<file path="src/rtl/chan_mux_pkg.sv">
// Shared definitions for the round-robin channel multiplexer.
package chan_mux_pkg;

    localparam logic MODE_MANUAL = 1'b0;
    localparam logic MODE_RR     = 1'b1;

    // Next channel index in rotation, wrapping from n-1 back to 0.
    function automatic int unsigned wrap_inc(input int unsigned idx, input int unsigned n);
        if (idx >= (n - 32'd1)) begin
            return 32'd0;
        end else begin
            return idx + 32'd1;
        end
    endfunction

endpackage

</file>
<file path="src/rtl/rr_arbiter.sv">
// Rotate-priority search: the first requester after ptr, modulo NUM_CH, wins.
module rr_arbiter
    import chan_mux_pkg::*;
#(
    parameter int NUM_CH = 4,
    parameter int SEL_W  = $clog2(NUM_CH)
) (
    input  logic [NUM_CH-1:0] req,
    input  logic [SEL_W-1:0]  ptr,
    output logic [SEL_W-1:0]  grant_idx,
    output logic              grant_valid
);

    logic [SEL_W-1:0] cand_s;

    // Walk ptr+1 .. ptr+NUM_CH and latch the first channel that requests.
    always_comb begin
        grant_idx   = '0;
        grant_valid = 1'b0;
        cand_s      = ptr;
        for (int k = 0; k < NUM_CH; k++) begin
            cand_s = SEL_W'(wrap_inc(32'(cand_s), 32'(NUM_CH)));
            if (!grant_valid && req[cand_s]) begin
                grant_valid = 1'b1;
                grant_idx   = cand_s;
            end else begin
                grant_valid = grant_valid;
            end
        end
    end

endmodule

</file>
<file path="src/rtl/chan_mux_rr.sv">
// N:1 channel multiplexer with one registered output stage, manual or
// round-robin channel selection and valid/ready handshakes on both sides.
module chan_mux_rr
    import chan_mux_pkg::*;
#(
    parameter int NUM_CH = 4,
    parameter int DATA_W = 8,
    parameter int SEL_W  = $clog2(NUM_CH)
) (
    input  logic                     clk,
    input  logic                     rst_n,
    input  logic                     mode,
    input  logic [SEL_W-1:0]         sel,
    input  logic [NUM_CH*DATA_W-1:0] in_data,
    input  logic [NUM_CH-1:0]        in_valid,
    output logic [NUM_CH-1:0]        in_ready,
    output logic [DATA_W-1:0]        out_data,
    output logic [SEL_W-1:0]         out_ch,
    output logic                     out_valid,
    input  logic                     out_ready
);

    localparam logic [SEL_W:0]   NUM_CH_W = (SEL_W + 1)'(NUM_CH);
    localparam logic [SEL_W-1:0] PTR_INIT = SEL_W'(NUM_CH - 1);

    logic [SEL_W-1:0]  ptr_r;
    logic [DATA_W-1:0] out_data_r;
    logic [SEL_W-1:0]  out_ch_r;
    logic              out_valid_r;

    logic [SEL_W-1:0]  arb_idx_s;
    logic              arb_valid_s;
    logic [SEL_W-1:0]  grant_idx_s;
    logic              grant_valid_s;
    logic              sel_ok_s;
    logic              load_en_s;
    logic              load_s;

    rr_arbiter #(
        .NUM_CH (NUM_CH),
        .SEL_W  (SEL_W)
    ) u_arb (
        .req         (in_valid),
        .ptr         (ptr_r),
        .grant_idx   (arb_idx_s),
        .grant_valid (arb_valid_s)
    );

    // Out-of-range select values never grant (matters when NUM_CH is not a power of two).
    assign sel_ok_s  = ({1'b0, sel} < NUM_CH_W);
    // The output slot can take a beat when it is empty or being drained this cycle.
    assign load_en_s = !out_valid_r || out_ready;
    assign load_s    = load_en_s && grant_valid_s;

    // Pick the grant source according to the current mode.
    always_comb begin
        grant_valid_s = 1'b0;
        grant_idx_s   = '0;
        if (mode == MODE_RR) begin
            grant_valid_s = arb_valid_s;
            grant_idx_s   = arb_idx_s;
        end else if (sel_ok_s && in_valid[sel]) begin
            grant_valid_s = 1'b1;
            grant_idx_s   = sel;
        end else begin
            grant_valid_s = 1'b0;
            grant_idx_s   = '0;
        end
    end

    // One-hot accept toward the granted channel; held low while reset is asserted.
    always_comb begin
        in_ready = '0;
        if (rst_n && load_s) begin
            in_ready[grant_idx_s] = 1'b1;
        end else begin
            in_ready = '0;
        end
    end

    // Rotation pointer advances to the winner only on a round-robin transfer.
    always_ff @(posedge clk or negedge rst_n) begin
        if (!rst_n) begin
            ptr_r <= PTR_INIT;
        end else if (load_s && (mode == MODE_RR)) begin
            ptr_r <= grant_idx_s;
        end else begin
            ptr_r <= ptr_r;
        end
    end

    // Output stage: load a new beat, retire a drained one, or hold under stall.
    always_ff @(posedge clk or negedge rst_n) begin
        if (!rst_n) begin
            out_data_r  <= '0;
            out_ch_r    <= '0;
            out_valid_r <= 1'b0;
        end else if (load_s) begin
            out_data_r  <= in_data[grant_idx_s*DATA_W +: DATA_W];
            out_ch_r    <= grant_idx_s;
            out_valid_r <= 1'b1;
        end else if (out_ready) begin
            out_valid_r <= 1'b0;
        end else begin
            out_valid_r <= out_valid_r;
        end
    end

    assign out_data  = out_data_r;
    assign out_ch    = out_ch_r;
    assign out_valid = out_valid_r;

endmodule

</file>
<file path="config.mk">
export PLATFORM = sky130hd
export DESIGN_NAME = chan_mux_rr
export DESIGN_NICKNAME = d
export VERILOG_FILES = /design/src/rtl/chan_mux_pkg.sv /design/src/rtl/rr_arbiter.sv /design/src/rtl/chan_mux_rr.sv
export SDC_FILE = /design/constraint.sdc
export NUM_CORES = 1
export LEC_CHECK = 0
export ABC_AREA = 1
export BUFFER_PORTS_ARGS = -buffer_cell sky130_fd_sc_hd__buf_2
export CAP_MARGIN = 0
export CELL_PAD_IN_SITES_DETAIL_PLACEMENT = 2
export CELL_PAD_IN_SITES_GLOBAL_PLACEMENT = 2
export CORE_UTILIZATION = 26
export DETAILED_ROUTE_END_ITERATION = 8
export GPL_TIMING_DRIVEN = 0
export HOLD_SLACK_MARGIN = 0.03
export PLACE_DENSITY_LB_ADDON = 0.05
export SLEW_MARGIN = 20
export SYNTH_ARGS = -nofsm -noshare
export SYNTH_HDL_FRONTEND = slang
export SYNTH_SLANG_ARGS = --single-unit
</file>
<file path="constraint.sdc">
create_clock -name clk -period 4.2 [get_ports clk]
set_input_delay 0.21 -clock clk [delete_from_list [all_inputs] [get_ports clk]]
set_output_delay 0.21 -clock clk [all_outputs]
set_load 0.1 [all_outputs]
</file>
**After elaboration in Yosys (flattened, before gate mapping)**

Index checks and enable logic that the tools add are counted.

- Flip-flop bits (word level): 13
- Bits of input ports: 42
- Logic and storage cells: 64

- Add/sub/neg operators: 4
- Magnitude comparators: 11
- Shifts and indexed selects: 1
- Mux-type cells: 31
- Reductions and logical operators: 13

Operators by type and width:

| operator | count |
|---|---|
| $shiftx 32x6->8 | 1 |
| $mux 2 | 10 |
| $lt 2x3->1 const B | 6 |
| $mux 1 | 14 |
| $bmux 1 s2 | 5 |
| $add 2x1->2 const B | 4 |
| $ge 2x2->1 const B | 4 |
| $logic_and 1x1->1 | 7 |
| $logic_not 1->1 | 4 |
| $mux 4 | 1 |
| $demux 1 s2 | 1 |
| $ge 2x1->1 const B | 1 |
| $reduce_bool 2->1 | 1 |
| $logic_or 1x1->1 | 1 |

**Depth between registers and ports, before layout**

- Depth after elaboration: 20
- Mapped depth: 19

**Cells and area by module**

A second synthesis with hierarchy kept.

- Cells, all modules: 218
- Area total of the unflattened synthesis: 1273.7 sq um

By module, submodules not included:

| module | times used | cells an instance | area each (sq um) | seq. area each (sq um) |
|---|---|---|---|---|
| chan_mux_rr | 1 | 146 | 920.9 | 327.8 |
| rr_arbiter | 1 | 72 | 352.8 | 0.0 |

**Worst setup path before layout**

OpenSTA, ideal clock, no wires.

- Path type: register -> output
- Start: reg ptr_r[0]
- End: out in_ready[2]
- Arrival time: 4.689 ns
- Slack: -0.699 ns
- Cell stages (with the launch flop): 14
- Buffers on the path: 2
- Path through: dfstp_2 -> ha_1 -> inv_2 -> nand2_2 -> buf_6 -> nand2_2 -> nand3_2 -> nand2_4 -> nor2_4 -> nand3_2 -> o21ai_2 -> o22ai_2 -> buf_4 -> nor4_1

- Cells in the longest elaborated chain, start to end: 20

RTL lines:

| element | RTL line | RTL |
|---|---|---|
| start: declaration | chan_mux_rr.sv:26 | `logic [SEL_W-1:0] ptr_r;` |
| start signal: assignment | chan_mux_rr.sv:86 | `ptr_r <= grant_idx_s;` |
| start signal: assignment | chan_mux_rr.sv:88 | `ptr_r <= ptr_r;` |
| $add 2x1->2 or $ge 2x2->1 (tied branches) | chan_mux_pkg.sv:12, chan_mux_pkg.sv:9 |  |
| $mux 2 * | chan_mux_pkg.sv:9 | `if (idx >= (n - 32'd1)) begin` |
| parallel branches: the longest is 17 deep, another holds $lt 2x3->1 | -- |  |
| $mux 4 * | chan_mux_rr.sv:74 | `if (rst_n && load_s) begin` |
| end: declaration | chan_mux_rr.sv:16 | `output logic [NUM_CH-1:0] in_ready,` |

Every way passes the cells marked *. The select of a mux whose other input is x is not followed.

**Final worst setup path**

- Start: reg ptr_r[0]
- End: out in_ready[1]

The elaborated chain is that of the path after synthesis.

==> impl_results.md <==
* Routed Antenna Nets at 0
* Post-route DRC at 0
* Via count at 1669
* ANT cells at 0
* Synthesized cell area at 1440 um^2
* Commonest non-fill, non-tap cells in the layout: nand2_1, buf_2, nand3_1, nand3_2, inv_1
* Final worst slack at 947 ps
* Final WL at ~4800 um
* Arrival time at the worst endpoint at roughly 3000 ps
* Setup crit end kind: primary output
* Total gr overflow at 0
* Yosys reg bits at 13
* Vias per cell at between 4 and 5
* HP Start: mode
* Final Setup Violations at 0
* H-tree lvl count at 1
* Layout cells sized above 1 at 0.355
* Reg-to-Reg Start: ptr_r[0]
* Setup slack, reg-to-reg at 1690 ps
* Initial antenna violation count at 0
* Synth-to-layout area growth at 29.5%
* Pin count of the biggest net entering global routing at 15
* Post-Synthesis Cells at 230
* Critical Path Fanout Max at 9
* RR Endpoint: out_data[4]
* Clock Pin Slew Worst Setup and Hold Paths at 50 ps
* Least-Margin Pin Slew at 527 ps
* Met1 WL at 2520 um
* Total GRT Usage at 0.170
* Number of global-route vias before repair at 1680
* Core ar. at 5200 um^2
* IO Count at 57
* Die H at ~76 um
* Post-layout minimum cycle time at approximately 3300 ps
* Pre-antenna DRT Iters at 4
* Worst skew pair latency at roughly 240 ps
* DR WL met2 at 2080 um
* Worst Hold Depth at 3
* Clock skew at 2.82 ps
* Pre-CTS WS at 1180 ps
* Most common cell after layout, fill and taps aside: nand2_1
* Buffers on Ports at 55
* Starting Density at 0.276
* Synth cell types at 25
* Row cnt at 26
* Critical Path Source: ptr_r[0]
* Syn nets at about 270
* Synth warn at 0
* R2R cell count at 17
* FMAX at between 0.3 and 0.4 GHz
* RSZ-0062 raised after global routing: no
* CTS tree: built
* CTS buffer count at 3
* Startpoint types: flip-flop
* Clock buffer depth at 2
* Die area at 5830 um^2
* Placed Instances at roughly 360
* 1st-iter DRT viols at 27
* Metal3 WL at 134 um
* Sequential area share after synthesis at 0.228
* DR top layer: met4
* Finished Layout Cells at 360
* Root Driver: clkbuf_8
* Hold Violations, Final at 0
* Syn Area/Cell at 6.25 um^2
* Die W at approximately 76 um
* First-pass GRT wire length at around 8000 um
* Rel. slew slack at 0.646
* Hold EP: ptr_r[0]
* Final #Nets at approximately 330
* GPL Wtd Cong at 0.799
* Final Cycle Share at 0.775
* Max-cap viol count at 0
* Routed wire per std cell at 13.2 um
* HP Class: in -> reg
* WS Path Type: reg -> out
* TritonCTS Sinks at 13
* Status: complete, no violations
* Final HPWL DP at 3980 um
* Critical Path RT at 3990 ps
* Max Slew Vio Count at 0
[how the worst max path moves through the flow]
stage / end
after global routing: in_ready[3]
after detailed placement: in_ready[1]
final: in_ready[1]
after global placement: in_ready[1]
after floorplan: in_ready[0]
after CTS: in_ready[1]
[timing repair]
action / 4_1_cts / 5_1_grt
endpoints found under the setup margin: 0 / 0
hold buffers: 1 / 0
resized for setup: 0 / 0
hold endpoints to repair: 11 / 0
setup buffers: 0 / 0
[cell usage after synthesis]
master / number / area, um^2
nor4_2: 1 / 12.5
inv_1: 13 / 48.8
nor2_1: 9 / 33.8
nor2_4: 3 / 33.8
a21oi_1: 2 / 10.0
ha_1: 1 / 12.5
nand2_1: 115 / 432
nand3_1: 24 / 120
o21ai_2: 2 / 17.5
o21ai_0: 5 / 25.0
nand2_4: 2 / 22.5
buf_6: 5 / 56.3
nand4_1: 2 / 12.5
o22ai_2: 1 / 12.5
buf_4: 1 / 7.51
o211ai_2: 1 / 12.5
dfrtp_1: 11 / 275
nand2_2: 6 / 37.5
buf_2: 1 / 5.00
nand3_2: 14 / 140
nor4_1: 3 / 18.8
nand3_4: 1 / 17.5
inv_2: 4 / 15.0
dfstp_2: 2 / 52.6
nor3_1: 1 / 5.00
[state kept, by name, indices dropped and copies added, names as in the netlist]
register and cells:
out_data 8, out_valid 1, ptr_r 2, out_ch 2
[critical path, stage by stage (launching register included)]
cell,delay (ps)
dfstp_2,600
ha_1,310
inv_2,120
nand2_1,100
nand2_2,110
nand2_1,80
nand2_1,100
nor2_4,140
nand4_1,140
nand3_2,190
nand2_1,180
nor4_1,270
buf_2,480
[cell families (layout without fill, tap and decap cells)]
| group | Yosys count | count (layout) | synth area share |
|---|---|---|---|
| and+or+nand+nor | 181 | 181 | 0.617 |
| adders and majority gates | 1 | 1 | 0.00871 |
| DFF | 13 | 13 | 0.228 |
| buffers and inverters | 24 | 84 | 0.0923 |
| AOI/OAI and AO/OA | 11 | 11 | 0.0540 |
[layer usage]
layer | vias to the layer above | GRT usage
met1 | 778 | 0.249
li1 | 852 | -
met4 | 0 | 0.0346
met3 | 2 | 0.0156
met5 | - | 0
met2 | 37 | 0.269
[cell type report]
cell class                      count  area [um^2]
Sequential cell                    13          328
Clock buffer                        4         45.0
Tap cell                           70         87.6
Fill cell                         672         3340
Inverter                           17         63.8
Timing Repair Buffer               56          285
Multi-Input combinational cell    193          982
Buffer                              7         68.8
[through the flow]
step / util / TNS, ps / cell area [um^2] / hold slack (ps)
final: 0.357 / 0 / 1860 / 284
after global routing: 0.357 / 0 / 1860 / 318
after CTS: 0.357 / 0 / 1860 / 276
after detailed placement: 0.347 / 0 / 1810 / 118
after global placement: 0.347 / 0 / 1810 / 120
after floorplan: - / -1300 / 1440 / -85.6
Power is left out: the tool's default activity adds up to more than one toggle a clock period on the data nets, which glitch-free logic cannot reach.
